===== src/rtl/maj_pkg.sv =====
// Shared helpers for the majority vote filter: popcount, default threshold
// and parameter legality predicates.
package maj_pkg;

  localparam int unsigned MAX_N_IN = 32;
  localparam int unsigned MAX_WIN  = 63;

  function automatic int unsigned popcount(input logic [MAX_N_IN-1:0] v);
    int unsigned c;
    c = 0;
    for (int unsigned i = 0; i < MAX_N_IN; i++) begin
      c += 32'(v[i]);
    end
    return c;
  endfunction

  function automatic int unsigned default_thresh(input int unsigned n);
    return n / 2 + 1;
  endfunction

  function automatic bit n_in_ok(input int unsigned n);
    return (n >= 1) && (n <= MAX_N_IN);
  endfunction

  function automatic bit win_ok(input int unsigned w);
    return (w >= 1) && (w <= MAX_WIN) && (w % 2 == 1);
  endfunction

endpackage


===== src/rtl/maj_window.sv =====
// Temporal stage: WIN-deep decision shift register with running sum,
// fill counter and strict-majority compare once the window is full.
module maj_window
  import maj_pkg::*;
#(
  parameter  int unsigned WIN = 7,
  localparam int unsigned SW  = $clog2(WIN + 1)
) (
  input  logic          clk,
  input  logic          rst,
  input  logic          clear,
  input  logic          shift,
  input  logic          bit_in,
  output logic          out_valid,
  output logic          out_maj,
  output logic [SW-1:0] win_sum,
  output logic          win_full
);

  localparam logic [SW-1:0] WIN_C  = SW'(WIN);
  localparam logic [SW-1:0] HALF_C = SW'(WIN / 2);

  logic [WIN-1:0] sr;
  logic [WIN-1:0] sr_next;
  logic [SW-1:0]  fill;
  logic [SW-1:0]  fill_next;
  logic [SW-1:0]  sum_next;
  logic           oldest;
  logic           full_next;
  logic           maj_next;

  // Sum update uses modular arithmetic; the true result always lies in 0..WIN.
  always_comb begin
    oldest    = win_full & sr[WIN-1];
    sr_next   = (sr << 1) | WIN'(bit_in);
    sum_next  = win_sum + SW'(bit_in) - SW'(oldest);
    fill_next = (fill == WIN_C) ? fill : fill + SW'(1);
    full_next = (fill_next == WIN_C);
    maj_next  = full_next & (sum_next > HALF_C);
  end

  always_ff @(posedge clk or posedge rst) begin
    if (rst) begin
      sr        <= '0;
      fill      <= '0;
      win_sum   <= '0;
      win_full  <= 1'b0;
      out_maj   <= 1'b0;
      out_valid <= 1'b0;
    end else if (clear) begin
      sr        <= '0;
      fill      <= '0;
      win_sum   <= '0;
      win_full  <= 1'b0;
      out_maj   <= 1'b0;
      out_valid <= 1'b0;
    end else if (shift) begin
      sr        <= sr_next;
      fill      <= fill_next;
      win_sum   <= sum_next;
      win_full  <= full_next;
      out_maj   <= maj_next;
      out_valid <= 1'b1;
    end else begin
      out_valid <= 1'b0;
    end
  end

endmodule


===== src/rtl/majority_vote_filter.sv =====
// Two-stage voter: spatial majority over N_IN bits with run-time threshold,
// then temporal majority over the last WIN accepted decisions.
module majority_vote_filter
  import maj_pkg::*;
#(
  parameter  int unsigned N_IN = 5,
  parameter  int unsigned WIN  = 7,
  localparam int unsigned PW   = $clog2(N_IN + 1),
  localparam int unsigned SW   = $clog2(WIN + 1)
) (
  input  logic            clk,
  input  logic            rst,
  input  logic            clear,
  input  logic            in_valid,
  input  logic [N_IN-1:0] in_data,
  input  logic [PW-1:0]   thresh,
  output logic [PW-1:0]   pop_count,
  output logic            spatial_maj,
  output logic            out_valid,
  output logic            out_maj,
  output logic [SW-1:0]   win_sum,
  output logic            win_full
);

  if (!n_in_ok(N_IN)) begin : g_bad_n_in
    $error("majority_vote_filter: N_IN must be in 1..32");
  end
  if (!win_ok(WIN)) begin : g_bad_win
    $error("majority_vote_filter: WIN must be odd and in 1..63");
  end

  logic [PW-1:0] pop_next;
  logic          spatial_next;
  int unsigned   eff_thr;
  logic          s1_valid;

  // Thresholds above N_IN are legal and simply never match.
  always_comb begin
    eff_thr      = (thresh == '0) ? default_thresh(N_IN) : 32'(thresh);
    pop_next     = PW'(popcount(32'(in_data)));
    spatial_next = (32'(pop_next) >= eff_thr);
  end

  always_ff @(posedge clk or posedge rst) begin
    if (rst) begin
      pop_count   <= '0;
      spatial_maj <= 1'b0;
      s1_valid    <= 1'b0;
    end else if (clear) begin
      pop_count   <= '0;
      spatial_maj <= 1'b0;
      s1_valid    <= 1'b0;
    end else if (in_valid) begin
      pop_count   <= pop_next;
      spatial_maj <= spatial_next;
      s1_valid    <= 1'b1;
    end else begin
      s1_valid    <= 1'b0;
    end
  end

  maj_window #(
    .WIN (WIN)
  ) u_window (
    .clk       (clk),
    .rst       (rst),
    .clear     (clear),
    .shift     (s1_valid),
    .bit_in    (spatial_maj),
    .out_valid (out_valid),
    .out_maj   (out_maj),
    .win_sum   (win_sum),
    .win_full  (win_full)
  );

endmodule


===== config.mk =====
export PLATFORM = sky130hd
export DESIGN_NAME = majority_vote_filter
export DESIGN_NICKNAME = d
export VERILOG_FILES = /design/src/rtl/maj_pkg.sv /design/src/rtl/maj_window.sv /design/src/rtl/majority_vote_filter.sv
export SDC_FILE = /design/constraint.sdc
export NUM_CORES = 1
export LEC_CHECK = 0
export CORE_MARGIN = 2
export CORE_UTILIZATION = 45
export DETAILED_ROUTE_END_ITERATION = 10
export PLACE_DENSITY = 0.71
export SLEW_MARGIN = 20
export SYNTH_ARGS = -nofsm -noshare
export SYNTH_HDL_FRONTEND = slang
export SYNTH_SLANG_ARGS = --single-unit

===== constraint.sdc =====
create_clock -name clk -period 2.31 [get_ports clk]
set_input_delay 0.5775 -clock clk [delete_from_list [all_inputs] [get_ports clk]]
set_output_delay 0.5775 -clock clk [all_outputs]
set_load 0.02 [all_outputs]

# Word-level counts from Yosys, hierarchy flattened

Cells that the tools add are included.
W data, S select, Z words.

Memory bits (read-only): 0
RAM bits: 0
Latch bits: 0
Flip-flop bits (word level): 21
Memories kept: 0
Word-level logic and storage cells: 46

$add $sub $neg: 7
$lt $le $gt $ge: 2
Bitwise operators: 3
Equal/unequal tests: 2
Reductions and logical operators: 3
Shifts and indexed selects: 0
Muxes and demuxes: 20
Div/mod/pow operators: 0
Multipliers: 0

Operators by type and width:

| cell                  | count |
|---|---|
| $mux W3               | 8 |
| $mux W7               | 2 |
| $mux W1               | 10 |
| $add A3 B1 Y3         | 3 |
| $or A7 B1 Y7          | 1 |
| $eq A3 B3 Y1 const B  | 2 |
| $reduce_bool A2 Y1    | 2 |
| $add A2 B1 Y3         | 1 |
| $add A3 B1 Y3 const B | 1 |
| $ge A3 B3 Y1          | 1 |
| $gt A3 B2 Y1 const B  | 1 |
| $logic_not A3 Y1      | 1 |
| $sub A3 B1 Y3         | 1 |
| $add A1 B1 Y2         | 1 |
| $and A1 B1 Y1         | 2 |

# Logic depth before layout (Yosys ltp)

Gate-level depths: netlist of the first run.

Word-level depth: 7
Gate-level depth with buffers: 10

# By module

A second synthesis of the first run with hierarchy kept.

Cell total of the unflattened synthesis: 109
Area total of the unflattened synthesis: 1151.1 µm²

By module, submodules not included:

| module               | times used | sequential area each (µm²) | area an instance (µm²) | cells each |
|---|---|---|---|---|
| maj_window           | 1          | 400.4                      | 792.0                  | 71 |
| majority_vote_filter | 1          | 125.1                      | 359.1                  | 38 |

# Least setup slack after synthesis of the first run

OpenSTA, ideal clock, no wires.

Kind: input to register
Start: in in_data[0]
End: reg spatial_maj
Path buffers: 0
Data arrival time: 2.361 ns
Slack: -0.179 ns
Stages: 9
Setup time: 0.128 ns
Cells stage by stage: inv_1 -> fa_1 -> fa_1 -> inv_1 -> ha_1 -> ha_1 -> a21o_1 -> a21oi_1 -> a211oi_1

Cells in the longest elaborated chain, start to end: 7

Ends and longest elaborated chain:

| what                        | line                       | text |
|---|---|---|
| from (decl)                 | majority_vote_filter.sv:15 | `input logic [N_IN-1:0] in_data,` |
| $add A1 B1 Y2               | maj_pkg.sv:12              | `c += 32'(v[i]);` |
| $add A2 B1 Y3               | maj_pkg.sv:12              |  |
| $add A3 B1 Y3 (2 in series) | maj_pkg.sv:12              |  |
| $ge A3 B3 Y1                | majority_vote_filter.sv:41 | `spatial_next = (32'(pop_next) >= eff_thr);` |
| $mux W1                     | majority_vote_filter.sv:53 | `end else if (in_valid) begin` |
| $mux W1                     | majority_vote_filter.sv:49 | `end else if (clear) begin` |
| to (signal assigned)        | majority_vote_filter.sv:55 | `spatial_maj <= spatial_next;` |
| to (decl)                   | majority_vote_filter.sv:18 | `output logic spatial_maj,` |

Every way passes these cells. The select of a mux whose other input is x is not followed.
A chain may end at the register's enable or synchronous reset.

# Worst setup path in the final report of the first run

Start: in in_data[1]
End: reg spatial_maj

The elaborated chain is that of the path after synthesis.

==> results of run 1 <==
kinds of logic after synthesis:
| logic type | Yosys count | synth area share |
|---|---|---|
| compound gates | 8 | 0.0557 |
| xor+xnor | 4 | 0.0319 |
| fa+ha+maj | 10 | 0.134 |
| buf+inv | 19 | 0.0739 |
| flops | 21 | 0.478 |
| mux | 13 | 0.118 |
| simple gates | 28 | 0.108 |
per-layer routing:
layer | part of all wire | vias to the layer above | global-route usage | routed length, um
met2 | 0.51 | 22 | 0.302 | 1030
met3 | 0.049 | 4 | 0.0621 | 99
li1 | - | 372 | - | -
met5 | 0 | - | 0 | 0
met1 | 0.43 | 359 | 0.203 | 855
met4 | 0.013 | 0 | 0.0513 | 26
state kept, by name (all words and copies together), names as in the netlist:
| register | cells |
|---|---|
| u_window.out_valid | 1 |
| u_window.fill | 3 |
| u_window.win_full | 1 |
| u_window.sr | 7 |
| s1_valid | 1 |
| pop_count | 3 |
| u_window.win_sum | 3 |
| u_window.out_maj | 1 |
| spatial_maj | 1 |
power groups by stage:
stage          Combinational, mW  Clock [mW]  Sequential, mW
2_1_floorplan             0.0826           0           0.405
3_3_place_gp               0.144           0           0.398
3_5_place_dp               0.150           0           0.398
4_1_cts                    0.172       0.181           0.391
5_1_grt                    0.206       0.198           0.393
6_report                   0.186       0.173           0.391
stage by stage:
step,hold WS (ns),util
after CTS,0.511,0.624
after global placement,0.469,0.602
after detailed placement,0.485,0.602
after floorplan,0.478,-
after global routing,0.532,0.633
final,0.500,0.633
repair_timing:
item | in CTS | in global routing
resized for setup | 17 | 3
pin swaps | 6 | 6
endpoints found under the hold margin | 0 | 0
setup endpoints to repair | 2 | 1
worst register-to-register path, delay by kind of cell, from the launching register on:
family,cells,cell delay (ns)
adders and majority gates,3,0.76
DFF,1,0.40
and+or+nand+nor,3,0.32
xor gates and xnor gates,2,0.39
buffers and inverters,2,0.09
cell usage after synthesis, types with 2 or more instances:
| master | count | area (um^2) |
|---|---|---|
| inv_1 | 14 | 52.6 |
| nand2_1 | 2 | 7.51 |
| xor2_1 | 2 | 17.5 |
| mux2i_1 | 13 | 130 |
| a21oi_1 | 3 | 15.0 |
| nand2b_1 | 2 | 12.5 |
| nor2_1 | 20 | 75.1 |
| nor2b_1 | 2 | 12.5 |
| buf_4 | 2 | 15.0 |
| xnor2_1 | 2 | 17.5 |
| fa_1 | 3 | 60.1 |
| buf_2 | 2 | 10.0 |
| dfrtp_1 | 21 | 526 |
| ha_1 | 7 | 87.6 |
area by class of cell:
class,instances,area [um^2],share of cell area
Multi-Input combinational cell,63,549,0.385
Sequential cell,21,526,0.368
Timing Repair Buffer,25,231,0.162
Inverter,14,60.1,0.0421
Tap cell,28,35.0,0.0245
Clock buffer,4,26.3,0.0184
layout by cell type (no fill, tap or decap), types with 2 or more instances in the layout:
cell type,synthesis,layout
clkdlybuf4s50_1,0,18
ha_1,7,4
xnor2_1,2,2
buf_4,2,4
a21oi_1,3,2
nor2_1,20,20
xor2_1,2,2
clkbuf_4,0,3
mux2i_1,13,13
inv_1,14,11
nand2_1,2,2
fa_1,3,2
dfrtp_1,21,21
buf_2,2,2
nor2b_1,2,2
inv_2,0,2
ha_4,0,3
worst max path at each step:
stage,to,slack (ns),cells after the start
5_1_grt,spatial_maj$_DFFE_PP0P_,-0.01,9
2_1_floorplan,spatial_maj$_DFFE_PP0P_,-0.15,9
6_report,spatial_maj$_DFFE_PP0P_,0.02,9
3_3_place_gp,spatial_maj$_DFFE_PP0P_,-0.79,10
3_5_place_dp,spatial_maj$_DFFE_PP0P_,-0.87,10
4_1_cts,spatial_maj$_DFFE_PP0P_,0.01,9
==> reports/results.ini, run 1 <==
[status]
status = complete, no violations

[sta]
max_slew_margin = 0.758
drv_slew = 0
finalSetupViolCount = 0
fin_crit_sh = 0.991
worstMarginPinSlew_ns = 0.363
max_freq_mhz = 437
tns_ns = 0
worst_slack_ns = 0.0215
period_minus_slack_ns = 2.29
skew_ns = 0.00608
hold_violations = 0

[route]
firstDrtPassIters = 4
vias = 757
route.detailed.drc = 0
via_per_inst = 4.88
wire_per_inst_um = 13.0
ant_nets = 0
drtIter0Drc = 3
totalWireLength_um = 2010

[hold_path]
hold_path.class = register to register
hold_end = u_window.out_maj$_DFFE_PP0P_
min-delay-start = u_window.out_maj$_DFFE_PP0P_
hold_path_depth = 2

[setup_path]
critPathLaunchType = input port
path_cells = buf_2 > inv_2 > fa_1 > fa_2 > ha_4 > nand2b_4 > a21o_1 > a21oi_2 > a211oi_2
critical_path_required_ns = 2.50
cp_slowest_cell = fa_2
path_max_fanout = 2
path_class = input port to register
rr_startpoint = u_window.sr[6]$_DFFE_PP0P_
r2r_cells = 10
cpPeakStageDelay_ns = 0.59
crit_path_end_kind = register
crit_family = adder cells
critPathLaunch = in_data[1]
r2r_end = u_window.win_sum[2]$_DFFE_PP0P_
critPathBufInv = 2
rrSetupSlack_ns = 0.23
arrival_ns = 2.48

[place]
place_inst = 151
port_buffers = 21
place_congestion = 0.759
placed_area_um2 = 1360
place_hpwl_um = 1480
dp_worst_setup_slack_ns = -0.874

[global_routing]
overflow = 0
grt_pass1_vias = 797
grt_max_degree = 22
antenna_found_initial = 0
grt_pass1_wl_um = 3480
track_usage = 0.176

[layout]
area_delta_synth_final_pct = 29.8
drive_above_1_share = 0.173
final_area_um2 = 1430
nFillCells = 207
fin_nets = 150
instances_no_fill = 155
antenna_cells = 0

[power_and_ir_drop]
p_clk_frac = 0.231
cellLeakagePower_nw = 0.697
irDropWorstVdd_uv = 512
p_sw_frac = 0.272
p_seq_frac = 0.521
p_per_area_nw_per_um2 = 526
p_switching_mw = 0.205
p_comb_frac = 0.248
fin_total_pwr_mw = 0.751
p_int_mw = 0.546

[synth]
synthFlopType = dfrtp_1
syn_inst = 103
async_flop_share = 1.00
yosys_warnings = 0
postSynthAreaPerCell_um2 = 10.7
netlist_area_um2 = 1100
synthesis.nets = 125
ys_seq_elements = 21
synth_edf_count = 0
synth.yosys.seq_area_share = 0.478
yosys.cell_types.count = 22

[clocking]
cts_buffers = 3
clkSinkCount = 21
cts_setup_buffers = 0
clockBufferDepth = 2
cts_tree = done
clkLatencyLatePin_ns = 0.30
hold_buffers = 0
clk_pin_slew_ns = 0.11
htreeDepth = 1
cts_root_buf = clkbuf_4

[die]
fp.dieH_um = 53.4
io_pins = 22
coreArea_um2 = 2250
die-area_um2 = 2860
initial_core_util = 0.488
die_w_um = 53.4
core.rowCount = 17

[run]
cap_viol_max_count = 0

Power figures use the tool's default switching activity.
==> run 2: changes to the inputs <==
- SKIP_CTS_REPAIR_TIMING: not set -> 1
==> reports/results.ini, run 2 (same netlist as run 1, synthesis figures left out) <==
[setup_path]
critPathBufInv = 2  ; unchanged
cp_slowest_cell = fa_2
cpPeakStageDelay_ns = 0.58  ; about the same
rrSetupSlack_ns = 0.23  ; about the same
critical_path_required_ns = 2.50  ; about the same
path_class = input port to register
path_max_fanout = 2  ; unchanged
crit_family = adder cells
r2r_cells = 10  ; unchanged
critPathLaunchType = input port
path_cells = buf_8 > inv_8 > fa_1 > fa_2 > ha_4 > nand2b_4 > a21o_1 > a21oi_2 > a211oi_2
rr_startpoint = u_window.sr[6]$_DFFE_PP0P_
r2r_end = u_window.win_sum[2]$_DFFE_PP0P_
arrival_ns = 2.48  ; about the same
crit_path_end_kind = register

[layout]
final_area_um2 = 1420  ; -0.61%
regMostFlops = u_window.sr
final_cell_mix = dfrtp_1, nor2_1, clkdlybuf4s50_1
antenna_cells = 0  ; unchanged
nFillCells = 211  ; +1.9%
area_delta_synth_final_pct = 29.0
fin_nets = 150  ; unchanged
instances_no_fill = 155  ; unchanged
multiInputGateArea_um2 = 537  ; -2.3%
drive_above_1_share = 0.173  ; unchanged
mostFrequentLayoutCell = dfrtp_1
largest_reg_flops = 7  ; unchanged
regArea_um2 = 526  ; unchanged

[power_and_ir_drop]
cellLeakagePower_nw = 0.698  ; +0.15%
irDropWorstVdd_uv = 513  ; +0.20%
p_int_mw = 0.542  ; -0.80%
p_per_area_nw_per_um2 = 524  ; -0.27%
p_seq_frac = 0.525  ; +0.004
p_sw_frac = 0.272  ; -0.000547
p_clk_frac = 0.235  ; +0.004
p_switching_mw = 0.202  ; -1.1%
p_comb_frac = 0.239  ; -0.009

[clocking]
clockBufferDepth = 2  ; unchanged
cts_root_buf = clkbuf_4
cts_buffers = 3  ; unchanged
htreeDepth = 1  ; unchanged
cts_tree = done
clk_pin_slew_ns = 0.11  ; about the same
clkSinkCount = 21  ; unchanged
clkLatencyLatePin_ns = 0.31  ; about the same

[route]
totalWireLength_um = 1940  ; -3.2%
via_per_inst = 4.86  ; -0.53%
vias = 753  ; -0.53%
wire_per_inst_um = 12.5  ; -3.2%
route.detailed.drc = 0  ; unchanged
drtIter0Drc = 3  ; unchanged
firstDrtPassIters = 2  ; -2
ant_nets = 0  ; unchanged

[place]
placed_area_um2 = 1360  ; unchanged
place_hpwl_um = 1480  ; unchanged
port_buffers = 21  ; unchanged
place_inst = 151  ; unchanged
place_congestion = 0.759  ; unchanged
dp_worst_setup_slack_ns = -0.874  ; unchanged

[run]
cap_viol_max_count = 0  ; unchanged

[hold_path]
hold_end = u_window.out_maj$_DFFE_PP0P_
min-delay-start = u_window.out_maj$_DFFE_PP0P_
hold_path_depth = 2  ; unchanged
hold_path.class = register to register

[die]
die_w_um = 53.4  ; unchanged
coreArea_um2 = 2250  ; unchanged
initial_core_util = 0.488  ; unchanged
io_pins = 22  ; unchanged
fp.dieH_um = 53.4  ; unchanged
core.rowCount = 17  ; unchanged
die-area_um2 = 2860  ; unchanged

[status]
status = complete, no violations

[sta]
max_freq_mhz = 437  ; about the same
skew_ns = 0.00498  ; -0.00110 ns
max_slew_margin = 0.752  ; -0.00533
hold_violations = 0  ; unchanged
worstMarginPinSlew_ns = 0.371  ; +0.00797 ns
worst_slack_ns = 0.0195  ; -0.00208 ns
period_minus_slack_ns = 2.29  ; +0.00208 ns
rsz0062_at_grt = yes
drv_slew = 0  ; unchanged
fin_crit_sh = 0.992  ; about the same
finalSetupViolCount = 0  ; unchanged

[global_routing]
grt_pass1_wl_um = 3390  ; -2.4%
grt_pass1_vias = 787  ; -1.3%
antenna_found_initial = 0  ; unchanged
track_usage = 0.171  ; -0.00480
overflow = 0  ; unchanged
grt_max_degree = 22  ; unchanged

## run 2: changes by cell type in the layout (fill, tap and decap cells not counted), sizes merged
cell / before / now
buf: 7 / 5
clkbuf: 4 / 6
## run 2: power groups by stage
stage               registers [mW]  clock network (mW)  logic (mW)
global route                 0.393               0.198       0.200
detailed placement           0.398                   0       0.150
CTS                          0.391               0.181       0.152
finish                       0.391               0.175       0.178
global placement             0.398                   0       0.144
floorplan                    0.405                   0      0.0826
## run 2: metrics by stage
stage / hold WS (ns) / util / setup TNS (ns) / total power, mW
final: 0.500 / 0.629 / 0 / 0.744
after global routing: 0.532 / 0.629 / -0.00692 / 0.790
after CTS: 0.511 / 0.613 / -0.609 / 0.724
after detailed placement: 0.485 / 0.602 / -1.88 / 0.549
after global placement: 0.469 / 0.602 / -1.69 / 0.542
after floorplan: 0.478 / - / -0.148 / 0.487
## run 2: how the worst max path moves through the flow
stage               depth (start not counted)                       to       start  slack [ns]
finish                                      9  spatial_maj$_DFFE_PP0P_  in_data[3]        0.02
global route                                9  spatial_maj$_DFFE_PP0P_  in_data[3]      -0.007
CTS                                        10  spatial_maj$_DFFE_PP0P_  in_data[3]       -0.55
detailed placement                         10  spatial_maj$_DFFE_PP0P_  in_data[3]       -0.87
global placement                           10  spatial_maj$_DFFE_PP0P_  in_data[3]       -0.79
floorplan                                   9  spatial_maj$_DFFE_PP0P_  in_data[3]       -0.15
## run 2: final cells by class
| cell class | count | share of cell area |
|---|---|---|
| inverters | 14 | 0.0423 |
| repair buffers | 25 | 0.166 |
| multi-input cells | 63 | 0.378 |
| well taps | 28 | 0.0247 |
| clock buffers | 4 | 0.0185 |
| flip-flops and latches | 21 | 0.370 |
## run 2: per-layer routing
layer  track usage  wire, um
met4        0.0513        29
met2         0.292       985
met1         0.198       831
met3        0.0621        98
met5             0         0
## run 2: worst register-to-register path, stage by stage (launching register included)
cell and delay (ns):
dfrtp_1 0.40, and2_1 0.17, ha_1 0.26, inv_1 0.05, ha_1 0.13, inv_1 0.04
fa_1 0.37, xor2_1 0.24, nand2_1 0.10, xor2_1 0.15, nor2_1 0.05
